$ cat src/rtl/eq_pkg.sv
// Shared equalizer definitions: band/tap geometry, the Q1.15 band filter table
// used by both the equalizer and the level meter, and the meter FSM states.
package eq_pkg;

  localparam int NUM_BANDS = 8;
  localparam int NUM_TAPS  = 15;
  localparam int COEF_W    = 16;
  localparam int ACC_W     = 36;

  typedef logic signed [COEF_W-1:0] coef_tbl_t [NUM_BANDS][NUM_TAPS];

  // Row = band (0 lowest), column = tap (0 multiplies the newest sample).
  localparam coef_tbl_t BAND_COEF = '{
    '{16'sd1200, 16'sd1500, 16'sd1800, 16'sd2100, 16'sd2400, 16'sd2500, 16'sd2729, 16'sd4300,
      16'sd2729, 16'sd2500, 16'sd2400, 16'sd2100, 16'sd1800, 16'sd1500, 16'sd1200},
    '{-16'sd200, -16'sd400, -16'sd300, 16'sd300, 16'sd1500, 16'sd3000, 16'sd4300, 16'sd5000,
      16'sd4300, 16'sd3000, 16'sd1500, 16'sd300, -16'sd300, -16'sd400, -16'sd200},
    '{16'sd200, 16'sd300, -16'sd200, -16'sd1500, -16'sd3000, -16'sd2000, 16'sd2500, 16'sd6000,
      16'sd2500, -16'sd2000, -16'sd3000, -16'sd1500, -16'sd200, 16'sd300, 16'sd200},
    '{-16'sd300, 16'sd500, 16'sd1500, 16'sd0, -16'sd4000, -16'sd3000, 16'sd4000, 16'sd7500,
      16'sd4000, -16'sd3000, -16'sd4000, 16'sd0, 16'sd1500, 16'sd500, -16'sd300},
    '{16'sd400, -16'sd800, -16'sd1500, 16'sd2500, 16'sd2000, -16'sd5500, -16'sd3000, 16'sd8500,
      -16'sd3000, -16'sd5500, 16'sd2000, 16'sd2500, -16'sd1500, -16'sd800, 16'sd400},
    '{-16'sd500, 16'sd1200, -16'sd1000, -16'sd2500, 16'sd5500, -16'sd1500, -16'sd7000, 16'sd10060,
      -16'sd7000, -16'sd1500, 16'sd5500, -16'sd2500, -16'sd1000, 16'sd1200, -16'sd500},
    '{16'sd300, -16'sd900, 16'sd2000, -16'sd3500, 16'sd5000, -16'sd6500, 16'sd8000, 16'sd14702,
      16'sd8000, -16'sd6500, 16'sd5000, -16'sd3500, 16'sd2000, -16'sd900, 16'sd300},
    '{16'sd700, -16'sd1200, 16'sd1900, -16'sd2100, 16'sd2700, -16'sd2352, 16'sd2873, -16'sd5108,
      16'sd2873, -16'sd2352, 16'sd2700, -16'sd2100, 16'sd1900, -16'sd1200, 16'sd700}
  };

  typedef enum logic [1:0] {
    ST_IDLE = 2'd0,
    ST_MAC  = 2'd1,
    ST_UPD  = 2'd2
  } state_e;

endpackage

$ cat src/rtl/band_mac.sv
// Signed multiply-accumulate shared by all bands; clr restarts the sum with
// the current product instead of adding to the previous band's result.
module band_mac
  import eq_pkg::*;
#(
  parameter int A_W   = COEF_W,
  parameter int B_W   = 16,
  parameter int SUM_W = ACC_W
) (
  input  logic                    clk,
  input  logic                    rst,
  input  logic                    en,
  input  logic                    clr,
  input  logic signed [A_W-1:0]   a,
  input  logic signed [B_W-1:0]   b,
  output logic signed [SUM_W-1:0] acc
);

  logic signed [A_W+B_W-1:0] prod;
  logic signed [SUM_W-1:0]   acc_d, acc_q;

  always_comb begin
    prod  = a * b;
    acc_d = acc_q;
    if (en) begin
      acc_d = (clr ? '0 : acc_q) + SUM_W'(prod);
    end
  end

  always_ff @(posedge clk or posedge rst) begin
    if (rst) acc_q <= '0;
    else     acc_q <= acc_d;
  end

  assign acc = acc_q;

endmodule

$ cat src/rtl/band_level_meter.sv
// Eight-band peak level meter: one MAC walks 8 bands x 15 taps per sample and
// publishes the per-band peak magnitudes every WIN_LEN samples.
module band_level_meter
  import eq_pkg::*;
#(
  parameter int WIN_LEN = 1024,
  parameter int DATA_W  = 16
) (
  input  logic                                clk,
  input  logic                                rst,
  input  logic                                in_valid,
  output logic                                in_ready,
  input  logic signed [DATA_W-1:0]            in_sample,
  output logic                                lvl_valid,
  output logic [NUM_BANDS-1:0][DATA_W-1:0]    lvl,
  output logic                                busy
);

  localparam int CNT_W = $clog2(WIN_LEN);
  localparam logic [CNT_W-1:0] WIN_LAST = CNT_W'(WIN_LEN - 1);
  localparam logic signed [ACC_W-1:0] R_MAX = ACC_W'((longint'(1) << (DATA_W - 1)) - 1);
  localparam logic signed [ACC_W-1:0] R_MIN = ACC_W'(-(longint'(1) << (DATA_W - 1)));
  localparam logic signed [DATA_W-1:0] S_MIN = {1'b1, {(DATA_W-1){1'b0}}};
  localparam logic [DATA_W-1:0] M_MAX = {1'b0, {(DATA_W-1){1'b1}}};

  state_e                               state_d, state_q;
  logic [2:0]                           band_d, band_q;
  logic [3:0]                           tap_d, tap_q;
  logic [CNT_W-1:0]                     win_d, win_q;
  logic [NUM_TAPS-1:0][DATA_W-1:0]      dly_d, dly_q;
  logic [NUM_BANDS-1:0][DATA_W-1:0]     peak_d, peak_q;
  logic [NUM_BANDS-1:0][DATA_W-1:0]     lvl_d, lvl_q;
  logic                                 lvl_valid_d, lvl_valid_q;

  logic signed [ACC_W-1:0]  acc;
  logic signed [ACC_W-1:0]  r_full;
  logic signed [DATA_W-1:0] sat;
  logic [DATA_W-1:0]        mag;
  logic [DATA_W-1:0]        new_peak;

  band_mac #(.A_W(COEF_W), .B_W(DATA_W), .SUM_W(ACC_W)) u_mac (
    .clk (clk),
    .rst (rst),
    .en  (state_q == ST_MAC),
    .clr (tap_q == 4'd0),
    .a   (BAND_COEF[band_q][tap_q]),
    .b   (dly_q[tap_q]),
    .acc (acc)
  );

  // Scale Q1.15 products back to sample units, then fold to a magnitude that
  // always fits the unsigned level width.
  always_comb begin
    r_full = acc >>> 15;
    if (r_full > R_MAX)      sat = R_MAX[DATA_W-1:0];
    else if (r_full < R_MIN) sat = R_MIN[DATA_W-1:0];
    else                     sat = r_full[DATA_W-1:0];
    if (sat == S_MIN)        mag = M_MAX;
    else if (sat[DATA_W-1])  mag = unsigned'(-sat);
    else                     mag = unsigned'(sat);
    new_peak = (mag > peak_q[band_q]) ? mag : peak_q[band_q];
  end

  always_comb begin
    state_d     = state_q;
    band_d      = band_q;
    tap_d       = tap_q;
    win_d       = win_q;
    dly_d       = dly_q;
    peak_d      = peak_q;
    lvl_d       = lvl_q;
    lvl_valid_d = 1'b0;
    case (state_q)
      ST_IDLE: begin
        if (in_valid) begin
          dly_d   = {dly_q[NUM_TAPS-2:0], in_sample};
          band_d  = 3'd0;
          tap_d   = 4'd0;
          state_d = ST_MAC;
        end
      end
      ST_MAC: begin
        if (tap_q == 4'(NUM_TAPS - 1)) state_d = ST_UPD;
        else                           tap_d   = tap_q + 4'd1;
      end
      ST_UPD: begin
        peak_d[band_q] = new_peak;
        tap_d          = 4'd0;
        if (band_q == 3'(NUM_BANDS - 1)) begin
          state_d = ST_IDLE;
          // Last band of the last sample: publish including this result.
          if (win_q == WIN_LAST) begin
            lvl_d                = peak_q;
            lvl_d[NUM_BANDS-1]   = new_peak;
            lvl_valid_d          = 1'b1;
            peak_d               = '0;
            win_d                = '0;
          end else begin
            win_d = win_q + 1'b1;
          end
        end else begin
          band_d  = band_q + 3'd1;
          state_d = ST_MAC;
        end
      end
      default: state_d = ST_IDLE;
    endcase
  end

  always_ff @(posedge clk or posedge rst) begin
    if (rst) begin
      state_q     <= ST_IDLE;
      band_q      <= '0;
      tap_q       <= '0;
      win_q       <= '0;
      dly_q       <= '0;
      peak_q      <= '0;
      lvl_q       <= '0;
      lvl_valid_q <= 1'b0;
    end else begin
      state_q     <= state_d;
      band_q      <= band_d;
      tap_q       <= tap_d;
      win_q       <= win_d;
      dly_q       <= dly_d;
      peak_q      <= peak_d;
      lvl_q       <= lvl_d;
      lvl_valid_q <= lvl_valid_d;
    end
  end

  assign in_ready  = (state_q == ST_IDLE) && !rst;
  assign busy      = (state_q != ST_IDLE);
  assign lvl       = lvl_q;
  assign lvl_valid = lvl_valid_q;

endmodule

$ cat config.mk
export PLATFORM = sky130hd
export DESIGN_NAME = band_level_meter
export DESIGN_NICKNAME = d
export VERILOG_FILES = /design/src/rtl/eq_pkg.sv /design/src/rtl/band_mac.sv /design/src/rtl/band_level_meter.sv
export SDC_FILE = /design/constraint.sdc
export NUM_CORES = 2
export LEC_CHECK = 0
export ABC_AREA = 1
export BUFFER_PORTS_ARGS = -buffer_cell sky130_fd_sc_hd__buf_2
export CAP_MARGIN = 25
export CELL_PAD_IN_SITES_DETAIL_PLACEMENT = 1
export CELL_PAD_IN_SITES_GLOBAL_PLACEMENT = 1
export CORE_ASPECT_RATIO = 0.75
export CORE_UTILIZATION = 48
export DETAILED_ROUTE_END_ITERATION = 7
export GPL_ROUTABILITY_DRIVEN = 0
export PLACE_DENSITY_LB_ADDON = 0.3
export REMOVE_ABC_BUFFERS = 1
export SYNTH_ARGS = -nofsm -noshare
export SYNTH_HDL_FRONTEND = slang
export SYNTH_SLANG_ARGS = --single-unit
$ cat constraint.sdc
create_clock -name clk -period 17.7 [get_ports clk]
set_input_delay 0.885 -clock clk [delete_from_list [all_inputs] [get_ports clk]]
set_output_delay 0.885 -clock clk [all_outputs]
set_load 0.005 [all_outputs]
==> metrics.yaml <==
cp_common_cell: "inv_1"
seq_area_frac_synth_pct: 34.9
async_flop_share_pct: 100
endpoint_kind: "flop"
synthFlopType: "dfrtp_1"
grt-ovfl-total: 0
synthSimpleGateAreaFrac_pct: 18.0
cap_violations: 0
cts_setup_buffers: 0
ioPinCount: 150
die-area_sq_um: 83600
dieHeight_um: 251
status: "completed"
port_buffers: 149
cts_tree: "yes"
netlist_instances: 5029
cts_sinks: 552
crit_arrival_ps: 12000
grt_pass1_vias: 36800
finalCritPeriodShare_pct: 65.0
synth_edf_count: 0
synth_seq_cells: 552
drive_gt1_share_pct: 8.91
syn_avg_cell_area_sq_um: 7.87
fin_nets: 5473
setup_viol: 0
cp-start-kind: "flop"
worstSkewPairLatency_ps: 660
cp_max_fo: 67
clkSlewWorstSetupHoldPaths_ps: 60
timing.slew.headroom_pct: 26.6
fin_tns_setup_ps: 0
syn_to_final_growth_pct: 9.04
synthMuxAreaShare_pct: 1.57
post_cts_resized: 0
die_w_um: 333
grt_max_degree: 175
synth.cell_area_sq_um: 39600
ant_nets: 0
crit_required_ps: 18190
firstDrtPassIters: 5
start_util_pct: 48.9
wl_um: 128000
antenna_found_initial: 0
layout_common_cells: "1,005 x nand2_1, 722 x inv_1, 584 x o21ai_0"
finClkSkew_ps: 46.1
fillers: 9987
synth.distinct_cells: 68
hold_class: "input port to async pin"
final_common_cell: "nand2_1"
finalHoldViolCount: 0
fin_crit_ps: 11500
grt_pass1_wl_um: 207000
coreArea_sq_um: 81000
wl_per_cell_um: 20.8
clockBufferDepth: 3
worst_pin_slew_ps: 1100
num_vias: 35400
row_count: 90
via_per_inst: 5.75
synth_compound_gate_area_share_pct: 16.8
groute.usage.overall_pct: 31.0
antenna_cells: 0
cp_slowest_cell: "inv_1"
synth_fa_ha_area_share_pct: 17.7
dpl.hpwl_um: 92300
synth_top_family_by_area: "simple AND/OR/NAND/NOR gates"
htreeDepth: 2
rsz0062_at_grt: "no"
initialDrtViolationCount: 3064
cp_slowest_stage_delay_ps: 940
ctsHoldBuffers: 0
synth_xor_area_share_pct: 1.24
synth_warnings: 0
root_buffer: "clkbuf_16"
drv_slew: 0
cts_made_buffers: 58
max_freq_mhz: 86.9
worstSetupPathType: "flop to flop"
drc_errors: 0
-- final timing paths --
| kind | slack [ps] | from | cells past startpoint | endpoint |
|---|---|---|---|---|
| hold / removal | 240 | rst | 2 | lvl[115] |
| max in group asynchronous | 14910 | rst | 6 | win_q[9] |
| setup reg to reg | 6200 | tap_q[1] | 36 | u_mac.acc[27] |
| hold reg to reg | 470 | lvl[39] | 2 | lvl[39] |
| min in group clk | 450 | in_sample[6] | 2 | dly_q[6] |
| setup / recovery | 6200 | tap_q[1] | 36 | u_mac.acc[27] |
-- cells by family (layout without fill, tap and decap cells) --
logic type                 after synthesis  after routing
and+or+nand+nor                       1738           1738
AOI/OAI and AO/OA                     1224           1224
buffers and inverters                  997           1062
DFF                                    552            552
adders and majority gates              407            407
xor gates and xnor gates                56             56
muxes                                   55             55
-- Yosys cell counts, drive strengths merged, types with 12 or more instances --
library cell	n	area share, %
nand2	1034	10
inv	735	7.0
o21ai	654	8.4
dfrtp	552	35
nor2	475	4.6
a21oi	418	5.3
fa	255	13
clkbuf	158	1.5
nand3	154	2.0
ha	152	4.8
buf	95	1.2
mux2	55	1.6
xor2	34	0.75
nor3	24	0.36
o211ai	23	0.44
xnor2	22	0.49
a221oi	19	0.42
o21a	17	0.32
or2	17	0.27
a22oi	14	0.27
nand4	13	0.24
o221ai	13	0.29
a22o	12	0.27
-- area by class of cell --
| class | instances | area (sq um) | area share, % |
|---|---|---|---|
| Clock buffer | 87 | 1700 | 3.94 |
| Sequential cell | 552 | 13800 | 32.0 |
| Tap cell | 1058 | 1320 | 3.07 |
| Timing Repair Buffer | 211 | 1320 | 3.06 |
| Multi-Input combinational cell | 3480 | 21900 | 50.8 |
| Clock inverter | 20 | 241 | 0.560 |
| Inverter | 744 | 2810 | 6.50 |
-- through the flow --
stage / cells / setup WS [ps] / hold slack, ps / util (%) / area, sq um
6_report: 6152 / 6200 / 239 / 53.3 / 43100
5_1_grt: 6152 / 5690 / 240 / 53.3 / 43100
4_1_cts: 6147 / 6500 / 418 / 53.1 / 43000
3_5_place_dp: 6040 / 6620 / 463 / 50.7 / 41100
3_3_place_gp: 6037 / 6700 / 451 / 50.7 / 41000
2_1_floorplan: 4776 / 1380 / 449 / - / 38500
-- per-layer routing --
layer,up-vias,wire length [um],GRT usage [%]
met3,189,9340,4.41
met1,17900,58500,45.8
met2,1186,57600,48.0
li1,16100,-,-
met5,-,0,0
met4,0,2570,7.22
-- flip-flops by register name, indices dropped and copies added, names as in the netlist --
name,count
tap_q,4
state_q,2
band_q,3
u_mac.acc,36
peak_q,128
dly_q,240
lvl_valid,1
win_q,10
lvl,128
-- worst max-delay path, delay by kind of cell, from the launching register on --
family / cells / cell delay (ps)
compound gates: 11 / 2810
xor+xnor: 1 / 190
fa+ha+maj: 8 / 3790
buf+inv: 9 / 2540
flops: 1 / 340
simple gates: 7 / 1660
Power is not shown: default switching activity piles up to over one toggle a cycle in this logic, so the estimate is an artifact.
